`config.mk`:
```
export PLATFORM = sky130hd
export DESIGN_NAME = driver_receiver
export DESIGN_NICKNAME = d
export VERILOG_FILES = /design/src/rtl/driver_receiver.sv
export SDC_FILE = /design/constraint.sdc
export NUM_CORES = 2
export LEC_CHECK = 0
export CAP_MARGIN = 20
export CELL_PAD_IN_SITES_DETAIL_PLACEMENT = 0
export CELL_PAD_IN_SITES_GLOBAL_PLACEMENT = 1
export CORE_ASPECT_RATIO = 1.2
export CORE_MARGIN = 3
export CORE_UTILIZATION = 53
export CTS_BUF_LIST = sky130_fd_sc_hd__clkbuf_16
export DETAILED_ROUTE_END_ITERATION = 6
export GPL_ROUTABILITY_DRIVEN = 0
export PLACE_DENSITY_LB_ADDON = 0.2
export RECOVER_POWER = 25
export SYNTH_ARGS = -nofsm -noshare
export SYNTH_HDL_FRONTEND = slang
export SYNTH_SLANG_ARGS = --single-unit
```
`constraint.sdc`:
```
create_clock -name clk -period 72.4 [get_ports clk]
set_clock_uncertainty 0.05 [all_clocks]
set_input_delay 14.48 -clock clk [delete_from_list [all_inputs] [get_ports clk]]
set_output_delay 14.48 -clock clk [all_outputs]
set_load 0.01 [all_outputs]
```
`src/rtl/driver_receiver.sv`:
```
// Serial LED-driver front end: shifts data in, decodes lat pulse length into WRTGS/LATGS/LINERESET.
// Storage, cmd and cmd_valid update one cycle after lat falls; rd_data has 1-cycle latency; no backpressure.
module driver_receiver #(
    parameter int DATA_WIDTH   = 48,
    parameter int GROUPS       = 16,
    parameter int MULTIPLEXING = 8
) (
    input  logic                            clk,
    input  logic                            rst,
    input  logic                            sin,
    input  logic                            sclk_en,
    input  logic                            lat,
    input  logic [$clog2(GROUPS)-1:0]       rd_addr,
    output logic [DATA_WIDTH-1:0]           rd_data,
    output logic [$clog2(MULTIPLEXING)-1:0] line,
    output logic                            cmd_valid,
    output logic [1:0]                      cmd,
    output logic                            ovf
);
    localparam int PW = $clog2(GROUPS);
    localparam int LW = $clog2(MULTIPLEXING);

    typedef enum logic [1:0] {
        CMD_NONE      = 2'd0,
        CMD_WRTGS     = 2'd1,
        CMD_LATGS     = 2'd2,
        CMD_LINERESET = 2'd3
    } cmd_t;

    logic [DATA_WIDTH-1:0] sr;
    logic                  lat_q;
    logic [2:0]            lat_len;
    logic [PW-1:0]         wr_ptr;
    logic [DATA_WIDTH-1:0] gs1 [GROUPS];
    logic [DATA_WIDTH-1:0] gs2 [GROUPS];

    cmd_t          dec;
    logic          do_write;
    logic          do_copy;
    logic          ptr_last;
    logic [PW-1:0] ptr_next;
    logic [LW-1:0] line_next;

    // The command is chosen by how long lat was held, and executes on its falling edge.
    always_comb begin
        dec = CMD_NONE;
        if (lat_q && !lat) begin
            case (lat_len)
                3'd1, 3'd2:             dec = CMD_WRTGS;
                3'd3, 3'd4, 3'd5, 3'd6: dec = CMD_LATGS;
                3'd7:                   dec = CMD_LINERESET;
                default:                dec = CMD_NONE;
            endcase
        end
    end

    always_comb begin
        do_write  = (dec != CMD_NONE);
        do_copy   = (dec == CMD_LATGS) || (dec == CMD_LINERESET);
        ptr_last  = (wr_ptr == PW'(GROUPS - 1));
        ptr_next  = ptr_last ? '0 : wr_ptr + 1'b1;
        line_next = (line == LW'(MULTIPLEXING - 1)) ? '0 : line + 1'b1;
    end

    always_ff @(posedge clk or posedge rst) begin
        if (rst) begin
            sr      <= '0;
            lat_q   <= 1'b0;
            lat_len <= 3'd0;
        end else begin
            lat_q <= lat;
            if (lat) begin
                lat_len <= (lat_len == 3'd7) ? 3'd7 : lat_len + 3'd1;
            end else begin
                lat_len <= 3'd0;
            end
            if (sclk_en) begin
                sr <= {sr[DATA_WIDTH-2:0], sin};
            end
        end
    end

    always_ff @(posedge clk or posedge rst) begin
        if (rst) begin
            wr_ptr    <= '0;
            line      <= '0;
            cmd_valid <= 1'b0;
            cmd       <= 2'd0;
            ovf       <= 1'b0;
        end else begin
            cmd_valid <= do_write;
            if (do_write) begin
                cmd    <= dec;
                wr_ptr <= ptr_next;
            end
            if (dec == CMD_WRTGS && ptr_last) begin
                ovf <= 1'b1;
            end
            if (do_copy) begin
                wr_ptr <= '0;
            end
            if (dec == CMD_LATGS) begin
                line <= line_next;
            end else if (dec == CMD_LINERESET) begin
                line <= '0;
            end
        end
    end

    // The write and shift share this edge, so sr here is always the pre-shift word.
    always_ff @(posedge clk or posedge rst) begin
        if (rst) begin
            for (int i = 0; i < GROUPS; i++) begin
                gs1[i] <= '0;
            end
        end else if (do_write) begin
            gs1[wr_ptr] <= sr;
        end
    end

    // The copy bypasses gs1 for the slot written this cycle.
    always_ff @(posedge clk or posedge rst) begin
        if (rst) begin
            for (int i = 0; i < GROUPS; i++) begin
                gs2[i] <= '0;
            end
        end else if (do_copy) begin
            for (int i = 0; i < GROUPS; i++) begin
                gs2[i] <= (PW'(i) == wr_ptr) ? sr : gs1[i];
            end
        end
    end

    always_ff @(posedge clk or posedge rst) begin
        if (rst) begin
            rd_data <= '0;
        end else begin
            rd_data <= gs2[rd_addr];
        end
    end
endmodule

```
Word level (Yosys, flattened, before mapping)
Index checks and enable logic that the tools add are counted.
Storage, ports and cells
  register bits: 1647
  input port bits: 9
  output and inout bits: 55
Operators by class
  mux-type cells: 32
  equality and inequality tests: 27
  order comparisons: 3
  bitwise logic cells: 2
  add/subtract/negate cells: 3
  reductions and logical operators: 11
Operators with widths (count)
  $mux W48: 19
  $bwmux W768: 1
  $bmux W48 S4: 1
  $demux W48 S4: 1
  $eq A4 B4 Y1 const A: 8
  $eq A3 B4 Y1 const A: 4
  $eq A3 B3 Y1 const B: 5
  $mux W3: 5
  $mux W4: 3
  $ge A5 B5 Y1 const B: 2
  $not A4 Y5: 2
  $eq A2 B4 Y1 const A: 2
  $add A3 B1 Y3 const B: 2
  $eq A3 B2 Y1 const B: 2
  $pmux W2 S3: 1
  $reduce_bool A2 Y1: 3
  $lt A5 B1 Y1 const B: 1
  $add A4 B1 Y4 const B: 1
  $eq A1 B4 Y1 const A: 1
  $eq A2 B2 Y1 const B: 2
  $eq A4 B4 Y1 const B: 1
  $logic_not A4 Y1: 1
  $reduce_or A4 Y1: 1
  $eq A3 B1 Y1 const B: 1
  other kinds (6): 8

Depth between registers and ports, before layout
  depth after elaboration: 7
  mapped depth: 10
  mapped depth without buffers: 6

Least setup slack after synthesis
OpenSTA, ideal clock, no wires.
  kind: input to register
  start point: input port lat
  end point: register gs1[0] in the netlist's numbering
  arrival time: 16.030 ns
  cell stages on the path: 7
  setup slack: 56.195 ns
  buffers on the path: 3
  setup time: 0.125 ns
  cell sequence: and2b_1 > nand3_2 > buf_2 > a21oi_1 > buf_2 > buf_6 > mux2_2
Between the ends
  longest elaborated chain between the ends: 4
Ends and longest elaborated chain
  start: declaration: line 12  | input logic lat,
  $logic_not A1 Y1: line 47  | if (lat_q && !lat) begin
  $logic_and A1 B1 Y1: line 47
  $mux W2: line 47
  $reduce_bool A2 Y1: line 58  | do_write = (dec != CMD_NONE);
  end signal: indexed assignment: line 117  | gs1[wr_ptr] <= sr;
  end: declaration: line 34  | logic [DATA_WIDTH-1:0] gs1 [GROUPS];
Every way passes these cells.
A chain may end at the register's enable or synchronous reset.

==> metrics.md <==
| Metric | Value |
|---|---|
| Synthesis Warnings | `0` |
| Internal Power | `approximately 1.6 mW` |
| Placement Rows | `approximately 150` |
| Core area | `approximately 140000 um^2` |
| # Max-Cap Violations | `19` |
| RR Endpoint | `gs2[529]` |
| Register area | `41200 um^2` |
| Worst path cell trace | `dlygate4sd3_1 -> clkinvlp_2 -> clkbuf_1 -> buf_4 -> buf_4` |
| Vias in the first global route | `44400` |
| CTS tree | `done` |
| Buf+Inv Stages, Crit Path | `5` |
| Die Y | `approximately 410 um` |
| CP peak stage delay | `slightly above 6 ns` |
| Worst Hold Path Cells | `2` |
| Initial Util | `between 50 and 60%` |
| # fillers | `about 11000` |
| All-layer global routing usage | `a little over a quarter` |
| Seq/Total Area, Yosys | `56.3%` |
| Flop pwr share | `approximately 49%` |
| Synth area leader | `dfrtp_1` |
| Critical Path Sink Type | `async pin` |
| Area Overhead vs Synth | `8.82%` |
| Post-synth EDFFs | `0` |
| Main synth FF type | `dfrtp_1` |
| Post-Layout Cell Count | `roughly 7500` |
| Worst Hold Path EP | `gs2[641]` |
| Setup TNS | `0 ns` |
| CTS buffer count | `approximately 170` |
| Clock transition at path regs | `~0.060 ns` |
| Core Util, Final | `between 50 and 60%` |
| Post-synth net total | `~5800` |
| Die area | `about 140000 um^2` |
| Post-CTS Resized | `0` |
| Final min period | `roughly 26 ns` |
| Fin nets | `5537` |
| Grt total ovfl | `0` |
| Post-CTS Setup Bufs | `0` |
| Cts hold-fix bufs | `0` |
| CP Launch Type | `input port` |
| Peak VDD IR | `between 0.02 and 0.03 mV` |
| Reg-to-reg critical path startpoint | `lat_len[0]` |
| Clk_lat worst skew | `about 0.80 ns` |
| Final Max Slew Viols | `1212` |
| CP Data Required Time | `73.11 ns` |
| Clock network power share | `~37%` |
| Final HPWL DP | `~94 mm` |
| Period utilization | `a little over a third` |
| Fmax | `39.1 MHz` |
| Sw frac | `between 20% and 30%` |
| Failing checks | `max-capacitance violations, max-slew violations` |
| DR pass1 iterations | `5` |
| Wirelength per Cell | `between 20 and 25 um` |
| Final setup fails | `0` |
| DRC viols | `0` |
| Clock net sink count | `around 1600` |
| RSZ-0062 raised after global routing | `no` |
| Pre-CTS WS | `53.30 ns` |
| Seq cells post-synth | `roughly 1600` |
| Family with the most delay on the worst path | `buffers and inverters` |
| Iter 0 DRT Violations | `approximately 3200` |
| Post-DRT Antenna Nets | `0` |
| Max-slew headroom | `-514%` |
| Clock Root Buffer | `clkbuf_16` |
| Flop-to-flop setup slack | `60.85 ns` |
| CTS HTree Levels | `4` |
| I/O Pins | `64` |
| Hold Fails Final Rpt | `0` |
| Placed Instances | `between 7000 and 8000` |
| Via-to-Cell Ratio | `about 6` |
| Most frequent cell after synthesis | `dfrtp_1` |
| Commonest cells in the netlist | `dfrtp_1, nand2_1, o21ai_0, mux2i_1, mux2_2` |
| Setup Crit Path Kind | `in2async` |
| CP most frequent cell | `buf_4` |
| Port Buf Inserts | `between 60 and 70` |
| Reg2Reg Depth | `6` |
| Hold Crit Start | `gs2[641]` |
| Least-Margin Pin Slew | `just over 9 ns` |
| First-pass GRT wire length | `283 mm` |
| Syn_area_per_cell | `between 10 and 15 um^2` |
| Share of cells above drive strength 1 | `approximately 22%` |
| Synthesized area | `73200 um^2` |
| Total Wirelength | `around 190 mm` |
| Comb power frac | `~14%` |
| Worst-path maximum fanout | `165` |
| Largest cells by area after synthesis | `dfrtp_1, mux2_2, mux2i_1` |
| Largest net degree at the start of global routing | `279` |
| Initial antenna violation count | `4` |
| Area of the multi-input gates | `between 20000 and 30000 um^2` |
| Hold crit path type | `reg2reg` |
| Ys async rst share | `100%` |
| Worst Setup Slack, final | `46.82 ns` |
| Synth Instances | `5746` |
| Share of the synthesized area in the top cell type | `56.3%` |
| CP arrival | `roughly 26 ns` |
| Status | `complete, but fails checks` |
| Switching power | `between 0.6 and 0.7 mW` |
| Slowest cell on crit path | `clkbuf_1` |
| PwrDens | `between 20 and 30 nW/um^2` |
| Synth unique cells | `39` |
| Clk buf depth | `3` |
| Die width | `roughly 350 um` |
| Vias | `between 40000 and 50000` |
| P_leak | `between 40 and 50 nW` |
worst register-to-register path: stages (launching register included):
cell and delay (ns):
dfrtp_1 0.42, ha_1 0.26, or4_4 0.53, nand3b_1 1.54, clkbuf_1 6.52, buf_4 1.78
o21ai_0 0.27
state kept, by name, indices dropped and copies added, names as in the netlist, 2 cells and up:
name / cells
sr: 48
rd_data: 48
line: 3
cmd: 2
wr_ptr: 4
lat_len: 3
gs1: 768
gs2: 768
cells by family after synthesis:
| group | count (synthesis) | share of synthesized area (%) |
|---|---|---|
| xor+xnor | 1 | 0.0120 |
| fa+ha+maj | 10 | 0.171 |
| compound gates | 891 | 6.50 |
| simple gates | 865 | 4.58 |
| flops | 1647 | 56.3 |
| buf+inv | 556 | 3.52 |
| mux | 1776 | 28.9 |
metrics by stage:
| stage | area, um^2 | total power, mW | hold WS (ns) |
|---|---|---|---|
| 2_1_floorplan | 73200 | 1.29 | 0.395 |
| 3_3_place_gp | 74600 | 1.39 | 0.405 |
| 3_5_place_dp | 74600 | 1.40 | 0.415 |
| 4_1_cts | 79600 | 2.22 | 0.428 |
| 5_1_grt | 79700 | 2.29 | 0.439 |
| 6_report | 79700 | 2.20 | 0.422 |
worst max path at each step:
stage / start / end / cells past startpoint
after floorplan: rst / cmd[0] / 1
after global placement: lat / gs2[106] / 7
after detailed placement: lat / gs2[587] / 7
after CTS: lat / gs2[730] / 7
after global routing: rst / gs2[484] / 5
final: rst / gs2[484] / 5
power groups by stage:
stage	combinational [mW]	sequential (mW)	clock [mW]
after global routing	0.325	1.09	0.873
after global placement	0.290	1.10	0
final	0.303	1.08	0.816
after detailed placement	0.295	1.10	0
after floorplan	0.248	1.04	0
after CTS	0.296	1.09	0.834
metal layers:
layer | GRT usage [%] | up-vias | share of wire (%)
li1 | - | 19800 | -
met1 | 36.0 | 22900 | 45
met2 | 44.2 | 809 | 49
met3 | 3.67 | 282 | 4.0
met4 | 7.90 | 2 | 2.7
met5 | 0 | - | 0.0070
cell usage in the layout (no fill, tap or decap), types with 7 or more instances in the layout:
| master | netlist | final |
|---|---|---|
| a21o_4 | 0 | 11 |
| a22oi_1 | 96 | 96 |
| buf_4 | 43 | 63 |
| bufinv_16 | 0 | 7 |
| clkbuf_1 | 317 | 15 |
| clkbuf_16 | 0 | 173 |
| clkinv_1 | 0 | 56 |
| clkinv_2 | 0 | 22 |
| dfrtp_1 | 1647 | 1647 |
| dlygate4sd3_1 | 0 | 58 |
| ha_1 | 10 | 10 |
| inv_1 | 6 | 37 |
| mux2_1 | 80 | 80 |
| mux2_2 | 736 | 736 |
| mux2i_1 | 768 | 768 |
| mux4_2 | 192 | 192 |
| nand2_1 | 831 | 825 |
| o21ai_0 | 770 | 773 |
layout make-up:
type                    count  share of cell area (%)
diodes                      2                 0.00628
clock buffers             173                    5.43
clock inverters           127                   0.961
inverters                   6                  0.0298
multi-input cells        3543                    37.2
flip-flops and latches   1647                    51.7
well taps                1800                    2.83
repair buffers            153                    1.83
Power figures use the tool's default switching activity.
